## config.mk

```make
export PLATFORM = sky130hd
export DESIGN_NAME = a3000_spi_flash_bridge_flat
export DESIGN_NICKNAME = d
export VERILOG_FILES = /design/src/rtl/a3000_spi_flash_bridge_pkg.sv /design/src/rtl/a3000_spi_flash_bridge_if.sv /design/src/rtl/a3000_spi_flash_bridge_spi_slave_sync.sv /design/src/rtl/a3000_spi_flash_bridge.sv /design/src/flat_wrapper.sv
export SDC_FILE = /design/constraint.sdc
export NUM_CORES = 1
export LEC_CHECK = 0
export ABC_AREA = 1
export CAP_MARGIN = 20
export CORE_MARGIN = 2
export CORE_UTILIZATION = 40
export DETAILED_ROUTE_END_ITERATION = 12
export SLEW_MARGIN = 10
export SYNTH_ARGS = -nofsm -noshare
export SYNTH_HDL_FRONTEND = slang
export SYNTH_HIERARCHICAL = 1
export SYNTH_SLANG_ARGS = --single-unit
```

## constraint.sdc

```tcl
create_clock -name cpld_clock_osc -period 4.5 [get_ports cpld_clock_osc]
set_clock_uncertainty 0.15 [all_clocks]
set_input_delay 1.35 -clock cpld_clock_osc [delete_from_list [all_inputs] [get_ports cpld_clock_osc]]
set_output_delay 1.35 -clock cpld_clock_osc [all_outputs]
set_load 0.05 [all_outputs]
```

## src/rtl/a3000_spi_flash_bridge_pkg.sv

```systemverilog
// rtl/a3000_spi_flash_bridge_pkg.sv - shared types and frame geometry for the A3000 SPI flash bridge
//
// Purpose: flash FSM state encoding and helpers that derive the SPI frame layout
//          (header length, payload length, counter width) from the bridge widths.
// Ports:   none (package).

package a3000_bridge_pkg;

    typedef enum logic [1:0] {
        ST_IDLE   = 2'd0,
        ST_SETUP  = 2'd1,
        ST_STROBE = 2'd2,
        ST_HOLD   = 2'd3
    } flash_state_t;

    // Leading acc and rnw flag bits ahead of the address field.
    localparam int HDR_FLAG_BITS = 2;

    localparam int DEF_ADDR_W     = 22;
    localparam int DEF_DATA_W     = 32;
    localparam int DEF_GAP_BITS   = 8;
    localparam int DEF_STROBE_CYC = 4;

    function automatic int hdr_len(input int addr_w);
        return HDR_FLAG_BITS + addr_w;
    endfunction

    function automatic int payload_len(input int data_w, input int gap_bits);
        return data_w + gap_bits;
    endfunction

    function automatic int frame_len(input int addr_w, input int data_w, input int gap_bits);
        return hdr_len(addr_w) + payload_len(data_w, gap_bits);
    endfunction

    // Bit position counter must hold 0..frame_len-1.
    function automatic int cnt_width(input int flen);
        return $clog2(flen + 1);
    endfunction

endpackage

```

## src/rtl/a3000_spi_flash_bridge_if.sv

```systemverilog
// rtl/a3000_spi_flash_bridge_if.sv - parallel flash bus between bridge and flash array
//
// Purpose: groups the flash address/data/strobe signals.
// Ports:   master = bridge (drives A, D_out, D_oe, nCE/nOE/nWE; reads D_in)
//          slave  = flash side (the reverse).

interface a3000_spi_flash_bridge_if #(
    parameter int ADDR_W = 22,
    parameter int DATA_W = 32
);
    logic [ADDR_W-1:0] flash_A;
    logic [DATA_W-1:0] flash_D_in;
    logic [DATA_W-1:0] flash_D_out;
    logic              flash_D_oe;
    logic              flash_nCE;
    logic              flash_nOE;
    logic              flash_nWE;

    modport master (
        output flash_A, flash_D_out, flash_D_oe, flash_nCE, flash_nOE, flash_nWE,
        input  flash_D_in
    );

    modport slave (
        input  flash_A, flash_D_out, flash_D_oe, flash_nCE, flash_nOE, flash_nWE,
        output flash_D_in
    );
endinterface

```

## src/rtl/a3000_spi_flash_bridge_spi_slave_sync.sv

```systemverilog
// rtl/a3000_spi_flash_bridge_spi_slave_sync.sv - SPI input synchronisers and edge pulses
//
// Purpose: brings the asynchronous SCK/SS/MOSI into the clk domain and produces
//          single-clock pulses for SCK rise/fall and SS rise/fall.
// Ports:   clk, rst (sync active-high); sck, ss_n, mosi (async in);
//          sck_rise, sck_fall, ss_rise, ss_fall (pulses); ss_n_s, mosi_s (synced levels).

module spi_slave_sync (
    input  logic clk,
    input  logic rst,
    input  logic sck,
    input  logic ss_n,
    input  logic mosi,
    output logic sck_rise,
    output logic sck_fall,
    output logic ss_rise,
    output logic ss_fall,
    output logic ss_n_s,
    output logic mosi_s
);

    // [1:0] is the 2-flop synchroniser, [2] the history bit for edge detection.
    logic [2:0] sck_q;
    logic [2:0] ss_q;
    logic [1:0] mosi_q;

    always_ff @(posedge clk) begin
        if (rst) begin
            sck_q  <= '0;
            ss_q   <= '1;
            mosi_q <= '0;
        end else begin
            sck_q  <= {sck_q[1:0], sck};
            ss_q   <= {ss_q[1:0], ss_n};
            mosi_q <= {mosi_q[0], mosi};
        end
    end

    // MOSI goes through the same two stages as SCK, so at a detected rise it
    // still shows the value the master set up before that rise.
    assign sck_rise = sck_q[1] & ~sck_q[2];
    assign sck_fall = ~sck_q[1] & sck_q[2];
    assign ss_rise  = ss_q[1] & ~ss_q[2];
    assign ss_fall  = ~ss_q[1] & ss_q[2];
    assign ss_n_s   = ss_q[1];
    assign mosi_s   = mosi_q[1];

endmodule

```

## src/rtl/a3000_spi_flash_bridge.sv

```systemverilog
// rtl/a3000_spi_flash_bridge.sv - SPI slave to parallel flash bridge for the A3000 ROM emulator
//
// Purpose: decodes MCU SPI frames (acc, rnw, addr, payload), arbitrates flash
//          ownership against the ARM ROM bus and runs one flash read/write cycle per
//          frame or burst chunk with a STROBE_CYC-clock nOE/nWE pulse.
// Ports:   cpld_clock_osc, cpld_reset (sync active-high);
//          cpld_SCK/cpld_SS/cpld_MOSI in, cpld_MISO out (SPI mode 0);
//          flash (interface, master): flash_A, flash_D_in/out, flash_D_oe, nCE/nOE/nWE;
//          allowing_arm_access, busy, frame_error status outputs.

module a3000_spi_flash_bridge
    import a3000_bridge_pkg::*;
#(
    parameter int ADDR_W     = DEF_ADDR_W,
    parameter int DATA_W     = DEF_DATA_W,
    parameter int GAP_BITS   = DEF_GAP_BITS,
    parameter int STROBE_CYC = DEF_STROBE_CYC
) (
    input  logic                         cpld_clock_osc,
    input  logic                         cpld_reset,
    input  logic                         cpld_SCK,
    input  logic                         cpld_SS,
    input  logic                         cpld_MOSI,
    output logic                         cpld_MISO,
    a3000_spi_flash_bridge_if.master     flash,
    output logic                         allowing_arm_access,
    output logic                         busy,
    output logic                         frame_error
);

    localparam int HDR_LEN   = hdr_len(ADDR_W);
    localparam int FRAME_LEN = frame_len(ADDR_W, DATA_W, GAP_BITS);
    localparam int CNT_W     = cnt_width(FRAME_LEN);
    localparam int SCNT_W    = $clog2(STROBE_CYC + 1);

    localparam logic [CNT_W-1:0] P_HDR_LAST = CNT_W'(HDR_LEN - 1);
    localparam logic [CNT_W-1:0] P_HDR      = CNT_W'(HDR_LEN);
    localparam logic [CNT_W-1:0] P_WR_LAST  = CNT_W'(HDR_LEN + DATA_W - 1);
    localparam logic [CNT_W-1:0] P_RD_DATA  = CNT_W'(HDR_LEN + GAP_BITS);
    localparam logic [CNT_W-1:0] P_LAST     = CNT_W'(FRAME_LEN - 1);
    localparam logic [SCNT_W-1:0] S_LAST    = SCNT_W'(STROBE_CYC - 1);

    logic sck_rise, sck_fall, ss_rise, ss_fall, ss_n_s, mosi_s;

    spi_slave_sync u_sync (
        .clk      (cpld_clock_osc),
        .rst      (cpld_reset),
        .sck      (cpld_SCK),
        .ss_n     (cpld_SS),
        .mosi     (cpld_MOSI),
        .sck_rise (sck_rise),
        .sck_fall (sck_fall),
        .ss_rise  (ss_rise),
        .ss_fall  (ss_fall),
        .ss_n_s   (ss_n_s),
        .mosi_s   (mosi_s)
    );

    // Frame decoder state
    logic [CNT_W-1:0]  pos;       // bit index within the full-frame layout
    logic              acc_q;
    logic              rnw_q;
    logic              burst_q;   // past the first frame; pos restarts at P_HDR
    logic [ADDR_W-1:0] addr_q;
    logic [DATA_W-2:0] din_sr;    // MSB not needed: the last bit comes straight from MOSI
    logic [DATA_W-1:0] out_sr;
    logic              miso_q;
    logic              allow_q;
    logic              ferr_q;
    logic              start_rd;
    logic              start_wr;
    logic [ADDR_W-1:0] cyc_addr;
    logic [DATA_W-1:0] cyc_data;

    // Flash FSM state
    flash_state_t      state;
    logic [SCNT_W-1:0] scnt;
    logic              cyc_rnw;
    logic              nce_q, noe_q, nwe_q, doe_q;
    logic [DATA_W-1:0] rd_data;
    logic              rd_load;

    always_ff @(posedge cpld_clock_osc) begin
        if (cpld_reset) begin
            pos      <= '0;
            acc_q    <= 1'b0;
            rnw_q    <= 1'b0;
            burst_q  <= 1'b0;
            addr_q   <= '0;
            din_sr   <= '0;
            out_sr   <= '0;
            miso_q   <= 1'b0;
            allow_q  <= 1'b1;
            ferr_q   <= 1'b0;
            start_rd <= 1'b0;
            start_wr <= 1'b0;
            cyc_addr <= '0;
            cyc_data <= '0;
        end else begin
            start_rd <= 1'b0;
            start_wr <= 1'b0;
            if (rd_load) out_sr <= rd_data;

            if (ss_fall) begin
                pos     <= '0;
                burst_q <= 1'b0;
                ferr_q  <= 1'b0;
                miso_q  <= 1'b0;
            end else if (ss_rise) begin
                // A clean end is either before any bit or exactly on a chunk boundary.
                if (pos != '0 && !(burst_q && pos == P_HDR)) ferr_q <= 1'b1;
                pos     <= '0;
                burst_q <= 1'b0;
                miso_q  <= 1'b0;
            end else if (!ss_n_s) begin
                if (sck_rise) begin
                    if (pos == '0)              acc_q  <= mosi_s;
                    else if (pos == CNT_W'(1))  rnw_q  <= mosi_s;
                    else if (pos < P_HDR)       addr_q <= {addr_q[ADDR_W-2:0], mosi_s};
                    else                        din_sr <= {din_sr[DATA_W-3:0], mosi_s};

                    if (pos == P_HDR_LAST) begin
                        allow_q <= acc_q;
                        if (!acc_q && rnw_q) begin
                            start_rd <= 1'b1;
                            cyc_addr <= {addr_q[ADDR_W-2:0], mosi_s};
                        end
                    end
                    if (!acc_q && !rnw_q && pos == P_WR_LAST) begin
                        start_wr <= 1'b1;
                        cyc_addr <= addr_q;
                        cyc_data <= {din_sr, mosi_s};
                    end
                    // Burst reads launch on the first bit of the chunk, so a frame that
                    // ends exactly at a chunk boundary never starts a spurious read.
                    if (!acc_q && rnw_q && burst_q && pos == P_HDR) begin
                        start_rd <= 1'b1;
                        cyc_addr <= addr_q;
                    end

                    if (pos == P_LAST) begin
                        pos     <= P_HDR;
                        burst_q <= 1'b1;
                        addr_q  <= addr_q + ADDR_W'(1);
                    end else begin
                        pos <= pos + CNT_W'(1);
                    end
                end

                if (sck_fall) begin
                    if (!acc_q && rnw_q && pos >= P_RD_DATA) begin
                        miso_q <= out_sr[DATA_W-1];
                        out_sr <= {out_sr[DATA_W-2:0], 1'b0};
                    end else begin
                        miso_q <= 1'b0;
                    end
                end
            end
        end
    end

    // Flash cycle sequencer; runs independently of further SCK activity.
    always_ff @(posedge cpld_clock_osc) begin
        if (cpld_reset) begin
            state   <= ST_IDLE;
            scnt    <= '0;
            cyc_rnw <= 1'b0;
            nce_q   <= 1'b1;
            noe_q   <= 1'b1;
            nwe_q   <= 1'b1;
            doe_q   <= 1'b0;
            rd_data <= '0;
            rd_load <= 1'b0;
        end else begin
            rd_load <= 1'b0;
            case (state)
                ST_IDLE: begin
                    if (start_rd || start_wr) begin
                        state   <= ST_SETUP;
                        nce_q   <= 1'b0;
                        cyc_rnw <= start_rd;
                        doe_q   <= start_wr;
                    end
                end
                ST_SETUP: begin
                    state <= ST_STROBE;
                    scnt  <= '0;
                    noe_q <= ~cyc_rnw;
                    nwe_q <= cyc_rnw;
                end
                ST_STROBE: begin
                    if (scnt == S_LAST) begin
                        state <= ST_HOLD;
                        noe_q <= 1'b1;
                        nwe_q <= 1'b1;
                        if (cyc_rnw) rd_data <= flash.flash_D_in;
                    end else begin
                        scnt <= scnt + SCNT_W'(1);
                    end
                end
                ST_HOLD: begin
                    state   <= ST_IDLE;
                    nce_q   <= 1'b1;
                    doe_q   <= 1'b0;
                    rd_load <= cyc_rnw;
                end
                default: state <= ST_IDLE;
            endcase
        end
    end

    // While the ARM bus owns the flash the bridge strobes and data drivers stay inert.
    assign flash.flash_A     = cyc_addr;
    assign flash.flash_D_out = cyc_data;
    assign flash.flash_D_oe  = doe_q & ~allow_q;
    assign flash.flash_nCE   = nce_q | allow_q;
    assign flash.flash_nOE   = noe_q | allow_q;
    assign flash.flash_nWE   = nwe_q | allow_q;

    assign cpld_MISO           = miso_q;
    assign allowing_arm_access = allow_q;
    assign busy                = (state != ST_IDLE);
    assign frame_error         = ferr_q;

endmodule
```

## src/flat_wrapper.sv

```systemverilog
// flat-port wrapper written by rule: the top's interface ports become plain ports
module a3000_spi_flash_bridge_flat import a3000_bridge_pkg::*;
#(
    parameter int ADDR_W     = DEF_ADDR_W,
    parameter int DATA_W     = DEF_DATA_W,
    parameter int GAP_BITS   = DEF_GAP_BITS,
    parameter int STROBE_CYC = DEF_STROBE_CYC
)
  (cpld_clock_osc, cpld_reset, cpld_SCK, cpld_SS, cpld_MOSI, cpld_MISO, allowing_arm_access, busy, frame_error, flash_flash_A, flash_flash_D_out, flash_flash_D_oe, flash_flash_nCE, flash_flash_nOE, flash_flash_nWE, flash_flash_D_in);
  a3000_spi_flash_bridge_if #(.ADDR_W(ADDR_W), .DATA_W(DATA_W)) flash_i ();
  input  logic cpld_clock_osc;
  input  logic cpld_reset;
  input  logic cpld_SCK;
  input  logic cpld_SS;
  input  logic cpld_MOSI;
  output logic cpld_MISO;
  output logic allowing_arm_access;
  output logic busy;
  output logic frame_error;
  output wire logic [$bits(flash_i.flash_A)-1:0] flash_flash_A;
  output wire logic [$bits(flash_i.flash_D_out)-1:0] flash_flash_D_out;
  output wire logic [$bits(flash_i.flash_D_oe)-1:0] flash_flash_D_oe;
  output wire logic [$bits(flash_i.flash_nCE)-1:0] flash_flash_nCE;
  output wire logic [$bits(flash_i.flash_nOE)-1:0] flash_flash_nOE;
  output wire logic [$bits(flash_i.flash_nWE)-1:0] flash_flash_nWE;
  input wire logic [$bits(flash_i.flash_D_in)-1:0] flash_flash_D_in;
  assign flash_flash_A = flash_i.flash_A;
  assign flash_flash_D_out = flash_i.flash_D_out;
  assign flash_flash_D_oe = flash_i.flash_D_oe;
  assign flash_flash_nCE = flash_i.flash_nCE;
  assign flash_flash_nOE = flash_i.flash_nOE;
  assign flash_flash_nWE = flash_i.flash_nWE;
  assign flash_i.flash_D_in = flash_flash_D_in;
  a3000_spi_flash_bridge #(.ADDR_W(ADDR_W), .DATA_W(DATA_W), .GAP_BITS(GAP_BITS), .STROBE_CYC(STROBE_CYC)) u_core (.cpld_clock_osc(cpld_clock_osc), .cpld_reset(cpld_reset), .cpld_SCK(cpld_SCK), .cpld_SS(cpld_SS), .cpld_MOSI(cpld_MOSI), .cpld_MISO(cpld_MISO), .flash(flash_i), .allowing_arm_access(allowing_arm_access), .busy(busy), .frame_error(frame_error));
endmodule
```

==> results of run 1 <==
## registers in the layout, summed over array words and instances, names as in the netlist, 7 cells and up
signal,flops
u_core/flash.flash_D_out,32
u_core/out_sr,32
u_core/rd_data,32
u_core/din_sr,31
u_core/addr_q,22
u_core/flash.flash_A,22
u_core/pos,7
## logic make-up after synthesis
logic type / count (synthesis)
fa+ha+maj: 10
compound gates: 372
flops: 205
buf+inv: 214
mux: 1
xor+xnor: 3
simple gates: 431
## cells in the mapped netlist (all sizes together)
master / count / area [sq um]
a211oi: 2 / 15.0
a21oi: 152 / 768
a221oi: 2 / 17.5
a311oi: 1 / 8.76
buf: 33 / 210
clkbuf: 39 / 148
clkinv: 1 / 3.75
dfxtp: 205 / 4100
ha: 10 / 125
inv: 141 / 529
mux2: 1 / 11.3
nand2: 204 / 796
nand3: 73 / 393
nand3b: 1 / 7.51
nand4: 6 / 43.8
nor2: 133 / 569
nor3: 8 / 40.0
nor3b: 1 / 7.51
o2111ai: 1 / 8.76
o211ai: 1 / 7.51
o21a: 1 / 7.51
o21ai: 208 / 1040
o22ai: 2 / 12.5
o311ai: 1 / 8.76
o31ai: 1 / 7.51
or2: 5 / 33.8
xor2: 3 / 26.3
## worst reg2reg max path, stage by stage (launching register included)
cell and delay [ns]:
dfxtp_1 0.39, ha_1 0.19, nand2_1 0.11, nor3_1 0.19
nand3_2 0.14, nor2_4 0.59, inv_2 0.10, nand2_4 0.23
inv_2 0.24, nor2_1 0.25, nor2_1 0.06
## layout make-up
| type | count | area (sq um) | area share, % |
|---|---|---|---|
| Sequential cell | 205 | 4110 | 37.9 |
| Multi-Input combinational cell | 817 | 3960 | 36.5 |
| Timing Repair Buffer | 106 | 1100 | 10.2 |
| Clock buffer | 33 | 674 | 6.22 |
| Inverter | 142 | 534 | 4.93 |
| Tap cell | 280 | 350 | 3.23 |
| Clock inverter | 10 | 118 | 1.08 |
## path summary, 6_finish.rpt
check	start	slack, ns	endpoint
worst min register to register	u_core/u_sync/mosi_q[0]	0.25	u_core/u_sync/mosi_q[1]
worst max register to register	u_core/pos[0]	1.77	u_core/flash.flash_A[0]
worst max-delay path	u_core/state[0]	0.84	busy
worst min-delay path	u_core/u_sync/mosi_q[0]	0.25	u_core/u_sync/mosi_q[1]
## power by group
part           switching, mW  total, mW  internal, mW  leakage (nW)
Sequential            0.0109       1.84          1.83          1.65
Combinational         0.0953      0.160        0.0652          1.87
Clock                  0.751       1.91          1.16         0.389
## through the flow
step	setup WS (ns)	total power, mW	std cells	util, %
2_1_floorplan	1.78	1.98	1236	-
3_3_place_gp	1.39	2.04	1547	45.6
3_5_place_dp	1.35	2.05	1547	45.6
4_1_cts	0.797	3.99	1590	49.2
5_1_grt	0.744	4.08	1593	49.5
6_report	0.838	3.92	1593	49.5
## layer usage
layer | track usage (%) | up-vias
met3 | 2.76 | 29
met4 | 4.41 | 0
met2 | 26.7 | 127
li1 | - | 4163
met1 | 24.8 | 3464
met5 | 0 | -
==> results.txt, run 1 <==
The flow ran to the end, and the final reports show no timing, DRC or antenna violations. For this run, the slowest stage of the critical path takes 0.85 ns. The sink count of the clock tree is 205. The most repeated library cell on the critical path is inv_1. The critical path is of the register to output pin type. The number of DRC markers in iteration 0 came out at a little over 400.

On the critical path, the stage with the largest delay is an instance of clkdlybuf4s50_1. The number of endpoints failing setup at the final stage is 0. The top cell family by delay on the critical path is buffers and inverters.

The wire length of the first global-routing pass came out at 34,800 um. The adder and majority cell fraction of the synthesized area is 1.40%. The setup fix buffers added after clock tree synthesis is 0. The cell count after synthesis came out at around 1,200.

Counting buffers and inverters, the worst setup path is 4 cells deep. The number of top-level pins came out at just under 100. The final layout contains between 1,000 and 1,500 nets. IR analysis of the VDD net gives a maximum drop of roughly 0.22 mV. The count of nets left with antenna violations once routing finished came out at 0. The highest metal layer carrying signal wires in the routed design is met4. Once the floorplan was initialized, standard cells occupied between 40% and 50% of the core. The final sum of negative setup slack came out at 0 ns. The worst setup path is launched from a register. In this run, distinct cell masters in the synthesized netlist total 43. The number of max-slew violations in the final report came out at 0. For the worst setup path, the data arrival time is about 2.2 ns. The count of endpoints failing hold in the final timing report is 0.

The floorplan step defined a die boundary enclosing 23,600 sq um. Of the total synthesized cell area, the portion taken by AND, OR, NAND and NOR gates is a little over a fifth. The cell area power density came out at approximately 360 nW/um^2. The pin count of the biggest net entering global routing came out at 86.

Detailed placement finished with a half-perimeter wire length of roughly 13,000 um. The fraction of final layout cells with drive strength greater than 1 is roughly 6.5%. The latest clock arrival within the worst-skew pair came out at ~0.51 ns. Leaving out fill and tap cells, the most frequent cell in the layout is dfxtp_1. Dividing the detail-routed wire length by the instance count gives 12.9 um.

The post-synthesis share of cell area spent on xor and xnor gates is 0.294%. Sequential cells were found to cover approximately 46% of the synthesized design area. The Yosys warning count came out at 6.

The highest fanout seen on the critical path came out at 5. The depth of the worst register-to-register path came out at 10. The final hold slack came out at 0.250 ns. In this run the cell area measured after placement is between 9000 and 10,000 sq um.

The number of instances on the worst hold path came out at 2. The clock buffer count from CTS is 24. The core region is ~22,000 sq um. For this run the aggregate overflow at the end of global routing stands at 0. The number of rows created at floorplan is 54. The share of the cycle needed by the critical path after routing is approximately four fifths. The classification of the worst-slack hold path is register to register. The count of filler cells inserted in the layout came out at ~2,200. The total iterations of the first detailed-routing run came out at 7. The total DRC errors in the routed layout came out at 0.

The slew at the pin closest to its max-slew limit is approximately 0.97 ns. The wire length the detailed router placed on met1 came out at 10,600 um. The clock tree from TritonCTS is done.

Together, buffers and inverters on the worst path number 3. The synthesized netlist devotes about a fifth of its cell area to compound gates. The number of antenna violations at the first check in global routing is 0. The area growth from synthesis to layout is 21.1%. The overall fraction of global-route tracks in use came out at between 10% and 20%. The critical path goes through inv_1 > ha_1 > inv_1 > clkdlybuf4s50_1. Summing over every cut layer, the via total after detailed routing is 7,783. The time the worst path needs with I/O delays and setup is 3.66 ns. After synthesis, the share of cell area in mux cells is less than 1%. The routed wire length on met2 is slightly below 9000 um. The remaining max-slew budget at the tightest pin came out at about a third. The number of I/O port buffers is 98. The routed design uses 956 um of met3 wire.

The number of buffers on the longest clock path is 3. In this run, post-CTS repair resized a total of 0 instances. At the end of routability-driven placement, the weighted congestion stood at between 0.8 and 0.9. The summed instance area of the synthesized netlist is around 9000 sq um. In this run the number of H-tree levels came out at 1.

The die span in x came out at between 150 and 200 um. The highest clock frequency the design can meet came out at 273 MHz. The static leakage came out at 3.91 nW. The number of nets in the synthesized netlist is 1,283.

The floorplan die height is between 150 and 200 um. The number of antenna repair diodes came out at 0. The flip-flop and latch count after synthesis came out at 205. The clock-pin slew on the worst setup and hold paths is approximately 0.06 ns.

Once layout is done, the placed cells without fillers occupy 10,800 sq um. After clock tree synthesis, the flow added hold-fix buffers numbering 0. Setup repair after global routing left no endpoint under its margin. After detailed routing, the number of vias per cell comes to between 4 and 5. The via count of the first global-routing pass is roughly 7,000. In this run the mean area of a mapped cell was ~7.2 sq um.

The top cell types in the final layout, fill and taps aside, are dfxtp_1, nand2_1, o21ai_0. The worst setup path is captured at an output pin. By area, the combinational part of the netlist is dominated by compound AO/OA/AOI/OAI gates.

The required time of the critical path came out at ~3.0 ns. Max-cap violations in this run came to 0. The cell sitting at the root of the clock tree is a clkbuf_16. The overall routed net length came out at between 20,000 and 25,000 um.
Note: power is estimated with default switching activity, not from simulation.
==> run 2, diff against run 1 <==
clock period = 3.02 ns   (was 4.5 ns; I/O delays follow)
==> run 2 against run 1 <==
  * Worst hold slack got worse by 0.0012 ns
  * Non-clock buffer count increased by 4
  * First-iteration DRC count increased by 6.0%
  * Sequential share of layout area increased by 0.11 points
  * Register-to-register slack got worse by 0.98 ns
  * Largest power group unchanged
  * Die area unchanged
  * Global-route usage increased by 0.53 points
  * Core utilization decreased by 0.14 points
  * Routed wire length increased by 0.88%
  * Cell area decreased by 0.28%
  * Critical path depth decreased by 3
  * Final cell count increased by 0.31%
==> results.txt, run 2 (synthesized netlist as in run 1, its figures left out) <==
The flow ran to the end, and the final reports show no timing, DRC or antenna violations. The initialized floorplan defines between 50 and 60 standard-cell rows. The highest clock frequency the design can meet came out at 339 MHz. The fraction of final layout cells with drive strength greater than 1 is under 10%. The latest clock arrival within the worst-skew pair came out at between 0.5 and 0.6 ns.

The clock buffer count from CTS came out at 24. The library cell used most frequently in the layout, excluding fill and tap cells, is dfxtp_1. After routing the design area is approximately 11,000 sq um. The first global-routing pass estimated ~36,000 um of wire. Hold timing on the final database bottoms out at a slack of 0.249 ns. Setup repair after global routing left no endpoint under its margin. The floorplan die height is 154 um.

The core region is 21,900 sq um. The number of max-slew violations in the final report is 0. The die covers about 24,000 sq um.

The via count of the first global-routing pass came out at ~7,500. Once detail routing completed, the nets flagged for antenna violations numbered 0. The sink count of the clock tree is between 200 and 250. The total power came out at 5.82 mW. For the worst setup path, the data required time is about 2.0 ns. The number of antenna violations at the first check in global routing came out at 0. The number of levels in the clock H-tree is 1. The via-per-instance ratio came out at 4.94. For the finished layout, the period the worst path requires is 2.95 ns.

The count of endpoints failing hold in the final timing report came to 0. The area growth from synthesis to layout is 20.8%. In the final routed layout, each cell accounts on average for ~13 um. The worst endpoint data arrival time came out at between 1.5 and 2 ns. The count of filler cells inserted in the layout came out at between 2,000 and 2,500. Dividing total power by cell area gives a power density of around 540 nW/um^2. The number of vias after detailed routing is around 8,000.

The largest voltage drop on the vdd net is approximately 0.35 mV. STA classifies the critical path endpoint as an output pin. By startpoint and endpoint, the worst setup path is classified as register to output pin.

Counting both buffers and inverters, the worst setup path holds a total of 1. The setup fix buffers added after clock tree synthesis came out at 0. TritonCTS built the clock tree. The worst hold path belongs to the class register to register. The total DRC errors in the routed layout came out at 0. The max capacitance violation total is 0.

The starting utilization of the core area is roughly two fifths. The startpoint type of the worst setup path is a register. The overall routed net length is between 20,000 and 25,000 um. The placed cell area is 10,000 sq um. The static leakage is between 3 and 4 nW.

For this design the top-level I/O count stands at about 100. The highest fanout seen on the critical path came out at 6. The count of placed standard cells in the final layout, fillers left out is 1,598. The pin count of the biggest net entering global routing came out at about 140.

The standard cell with the maximum stage delay on the critical path is clkdlybuf4s50_1. The final HPWL from detailed placement came out at 13,300 um. The clock-pin slew on the worst setup and hold paths is roughly 0.06 ns.

The biggest cell delay along the critical path came out at around 0.87 ns. The cell sitting at the root of the clock tree is a clkbuf_16. The total congestion overflow came out at 0. The remaining max-slew budget at the tightest pin is 53.8%. The number of I/O port buffers came out at 98. The die is 154 um wide. The share of the cycle needed by the critical path after routing is a little over nine tenths. The net count of the finished layout came out at around 1,300. The final sum of negative setup slack came out at 0 ns. At the pin with the least slew margin, the transition time is 0.691 ns. Routability-driven placement finished with a final weighted congestion of between 0.8 and 0.9.

The cell family contributing the most delay on the critical path is buffers and inverters. The number of antenna repair diodes is 0. Setup violations remaining at the end of the flow were counted as 0. In this run, placement finished with an instance count of 1,554. In this run the deepest clock path goes through 3 buffers. The number of DRC markers in iteration 0 came out at 440. The total iterations of the first detailed-routing run came out at 9. The overall fraction of global-route tracks in use came out at 17.7%. Traced cell by cell, the critical path runs through clkdlybuf4s50_1.

The library cells used most frequently in the layout, excluding fill and tap cells, are dfxtp_1, nand2_1, o21ai_0.
==> run 2: cell type report <==
| cell class | count | area (sq um) | area share (%) |
|---|---|---|---|
| well taps | 280 | 350 | 3.24 |
| clock inverters | 11 | 96.3 | 0.891 |
| multi-input cells | 817 | 3960 | 36.6 |
| flip-flops and latches | 205 | 4110 | 38.0 |
| inverters | 142 | 534 | 4.94 |
| clock buffers | 33 | 694 | 6.42 |
| repair buffers | 110 | 1070 | 9.92 |
==> run 2: path summary, 6_finish.rpt <==
path,startpoint,to,slack (ns),cells after the start
hold / removal,u_core/u_sync/sck_q[0],u_core/u_sync/sck_q[1],0.25,2
hold reg to reg,u_core/u_sync/sck_q[0],u_core/u_sync/sck_q[1],0.25,2
setup reg to reg,u_core/pos[0],u_core/flash.flash_A[21],0.79,8
setup / recovery,u_core/allowing_arm_access,allowing_arm_access,0.07,1
==> run 2: metrics by stage <==
| stage | setup WS, ns | utilization, % |
|---|---|---|
| 2_1_floorplan | 0.747 | - |
| 5_1_grt | 0.0250 | 49.4 |
| 6_report | 0.0663 | 49.4 |
| 4_1_cts | 0.0527 | 49.4 |
| 3_5_place_dp | 0.512 | 45.8 |
| 3_3_place_gp | 0.503 | 45.8 |
==> run 2: repair_timing <==
action | 4_1_cts | 5_1_grt
endpoints found under the setup margin | 3 | 0
hold buffers | 0 | 0
gates resized for setup | 3 | 0
==> run 2: report_power, final <==
| part | internal, mW | switching (mW) | total (mW) |
|---|---|---|---|
| registers | 2.73 | 0.0175 | 2.75 |
| logic | 0.0960 | 0.148 | 0.244 |
| clock network | 1.70 | 1.13 | 2.82 |
| total | 4.52 | 1.29 | 5.82 |
==> run 2: per-layer routing <==
metal / up-vias / global-route usage (%) / part of all wire [%]
met1: 3547 / 25.1 / 50
met4: 0 / 4.50 / 1.7
met3: 29 / 3.04 / 5.1
li1: 4165 / - / -
met2: 152 / 27.9 / 43
met5: - / 0 / 0
==> run 3, diff against run 2 <==
--- a/config.mk
+++ b/config.mk
@@ -11,2 +11,3 @@
 export CORE_UTILIZATION = 40
+export CTS_CLUSTER_DIAMETER = 120
 export DETAILED_ROUTE_END_ITERATION = 12
--- a/constraint.sdc
+++ b/constraint.sdc
@@ -4,2 +4,2 @@
 set_output_delay 0.906 -clock cpld_clock_osc [all_outputs]
-set_load 0.05 [all_outputs]
+set_load 0.01 [all_outputs]
==> run 3 against run 2 <==
  * Cell area down 0.22%
  * Combinational power down 6%
  * Worst setup slack better by 0.20 ns
  * Routed wire length is 0.98% higher
  * Sequential share of layout area rose by 0.084 points
  * Via count is 0.73% lower
  * Fmax up 7.2%
  * Non-clock buffer count grew 2
  * First-iteration DRC count increased by 14%
  * Clock power is 4% lower
  * Core utilization is 0.11 points lower
  * Worst hold slack hardly changed
  * Critical endpoint is now flash_flash_nCE
  * Largest cell class unchanged
  * Largest power group is now sequential cells
==> results.txt, run 3 (synthesized netlist as in run 1, its figures left out) <==
The number of antenna repair diodes came out at 0. The total congestion overflow came out at 0. The number of setup buffers added after CTS is 0. The sink count of the clock tree is between 200 and 250. The total area inside the core boundary comes to about 22,000 sq um. The number of I/O port buffers came out at roughly 100. The number of rows created at floorplan came out at 54. In the global route stage, overall resource usage came out at about 17%. After clock tree synthesis, the clock-pin slew on the worst setup and hold paths is roughly 0.06 ns.

The fraction of final layout cells with drive strength greater than 1 is 6.54%. In the final design database the tool counted 1,348 nets. The finished cells cover between 10,000 and 15,000 sq um. The startpoint identified for the worst register-to-register timing path is u_core/pos[0]. Leaving out fill and tap cells, the most frequent cells in the layout are dfxtp_1, nand2_1, o21ai_0. Leaving out fill and tap cells, the most frequent cell in the layout is dfxtp_1. Summed over all nets, the half-perimeter wirelength after detailed placement is roughly 13,000 um. In the routed design, unresolved DRC markers number 0. The count of endpoints failing hold in the final timing report came out at 0. In this run the critical register-to-register path is captured at u_core/flash.flash_A[7]. The clock buffer count from CTS is 23. The classification of the worst-slack hold path is register to register. The number of antenna violations at the first check in global routing is 0. Broken down by cell family, the worst path's largest delay share belongs to buffers and inverters. The register-to-register setup slack is a little under 0.8 ns. The longest clock path from root to sink contains 3 buffers. The wire length of the first global-routing pass came out at 35,400 um.

The starting utilization of the core area is just over 40%. The die covers ~24,000 sq um. The number of buffers and inverters on the critical path is 1. Setup violations remaining at the end of the flow were counted as 0.

The worst setup path is of the register to output pin kind. For this design the static power due to leakage is between 3 and 4 nW. TritonCTS built the clock tree. Dividing total power by cell area gives a power density of 526 nW/um^2.

Entering global routing, the biggest net connects 68 pins. The overall routed net length is ~21,000 um. The via count of the first global-routing pass was around 7,300. The total iterations of the first detailed-routing run came out at 5.

The required time of the critical path came out at 1.96 ns. The number of vias after detailed routing came out at just under 8,000. The number of placed instances with taps included is around 1,600.

The total power is 5.67 mW. The source of the worst hold timing path is u_core/u_sync/sck_q[0]. The via-per-instance ratio came out at 4.91. Setup repair after global routing left no endpoint under its margin. For the pin with the worst max-slew slack, the measured transition is between 0.7 and 0.8 ns. The path with the worst hold slack has its endpoint at u_core/u_sync/sck_q[1]. The critical path endpoint category is an output pin. Once placement finished, the instance area stood at 10,100 sq um.

The number of levels in the clock H-tree came out at 1. The average wire per standard cell came out at ~13 um. After routing, the total negative slack on setup checks comes to 0 ns. The placer congestion estimate is about 0.86. Counting I/O delays and the setup requirement, the final critical path takes 2.75 ns. The die span in x is between 150 and 200 um.

Once layout is complete, the cells apart from fillers number roughly 1,600. The biggest cell delay along the critical path came out at 0.49 ns. The run finished with clean final reports. STA classifies the critical path startpoint as a register. The number of max-slew violations in the final report is 0.

The max capacitance violation total is 0. The worst hold path passes through 2 cells. The worst endpoint data arrival time is about 1.7 ns. The remaining max-slew budget at the tightest pin is roughly half. The number of DRC markers in iteration 0 is roughly 500.

Once detail routing completed, the nets flagged for antenna violations numbered 0. The highest fanout seen on the critical path is 6. Walking the worst path, the cells encountered are or2_2 > clkdlybuf4s50_1. From synthesis to final layout, the design area changed by 20.5%. Cells fill between 40% and 50% of the core in the end. The cell sitting at the root of the clock tree is a clkbuf_16. The largest individual stage delay along the critical path comes from the cell clkdlybuf4s50_1. In the finished design, the share of the clock period the worst path needs comes to 91.2%. The floorplan die height came out at ~150 um.

The count of filler cells inserted in the layout came out at around 2,200. The largest voltage drop on the vdd net came out at between 0.3 and 0.4 mV. The highest clock frequency the design can meet is 363 MHz. The number of top-level pins came out at between 90 and 100. The depth of the worst register-to-register path came out at 9. The later pin in the worst-skew pair is clocked with a latency of between 0.5 and 0.6 ns.
[run 3: what timing repair did]
action	4_1_cts	5_1_grt
resized for setup	0	1
hold buffers	0	0
setup endpoints to repair	0	1
[run 3: area by class of cell]
cell class	count	area, sq um	share of cell area, %
sequential	205	4110	38.1
multi-input combinational	817	3960	36.7
timing repair buffer	112	1110	10.3
clock buffer	35	671	6.22
inverter	142	534	4.95
tap	280	350	3.25
clock inverter	4	60.1	0.557
[run 3: report_power, final]
| group | internal [mW] | switching, mW |
|---|---|---|
| Combinational | 0.0976 | 0.131 |
| Clock | 1.62 | 1.08 |
| Sequential | 2.73 | 0.0179 |
| Total | 4.45 | 1.23 |
[run 3: per-stage QoR]
step / hold slack, ns / setup slack [ns]
3_5_place_dp: 0.242 / 0.565
3_3_place_gp: 0.243 / 0.611
2_1_floorplan: 0.236 / 0.971
5_1_grt: 0.274 / 0.206
4_1_cts: 0.250 / 0.00274
6_report: 0.249 / 0.266
[run 3: worst max-delay path by stage]
| stage | cells after the start | start | slack (ns) | end |
|---|---|---|---|---|
| finish | 2 | u_core/allowing_arm_access | 0.27 | flash_flash_nCE |
| global route | 2 | u_core/allowing_arm_access | 0.21 | flash_flash_nCE |
| CTS | 4 | u_core/state[0] | 0.003 | busy |
| detailed placement | 4 | u_core/state[0] | 0.56 | busy |
| global placement | 4 | u_core/state[0] | 0.61 | busy |
| floorplan | 6 | cpld_reset | 0.97 | u_core/din_sr[26] |
[run 3: routing by layer]
| layer | up-vias | part of all wire [%] | global-route usage, % |
|---|---|---|---|
| li1 | 4167 | - | - |
| met1 | 3513 | 50 | 24.6 |
| met2 | 129 | 44 | 27.7 |
| met3 | 26 | 4.8 | 3.18 |
| met4 | 0 | 1.5 | 4.11 |
| met5 | - | 0 | 0 |
[run 3: worst register-to-register path, cell delays in order (launching register included)]
cell     delay, ns
dfxtp_1       0.39
ha_1          0.19
nand2_1       0.11
nor3_1        0.23
nand3_2       0.15
nand2_2       0.37
buf_4         0.30
o21ai_0       0.11
nor2_1        0.09
nor2_1        0.04
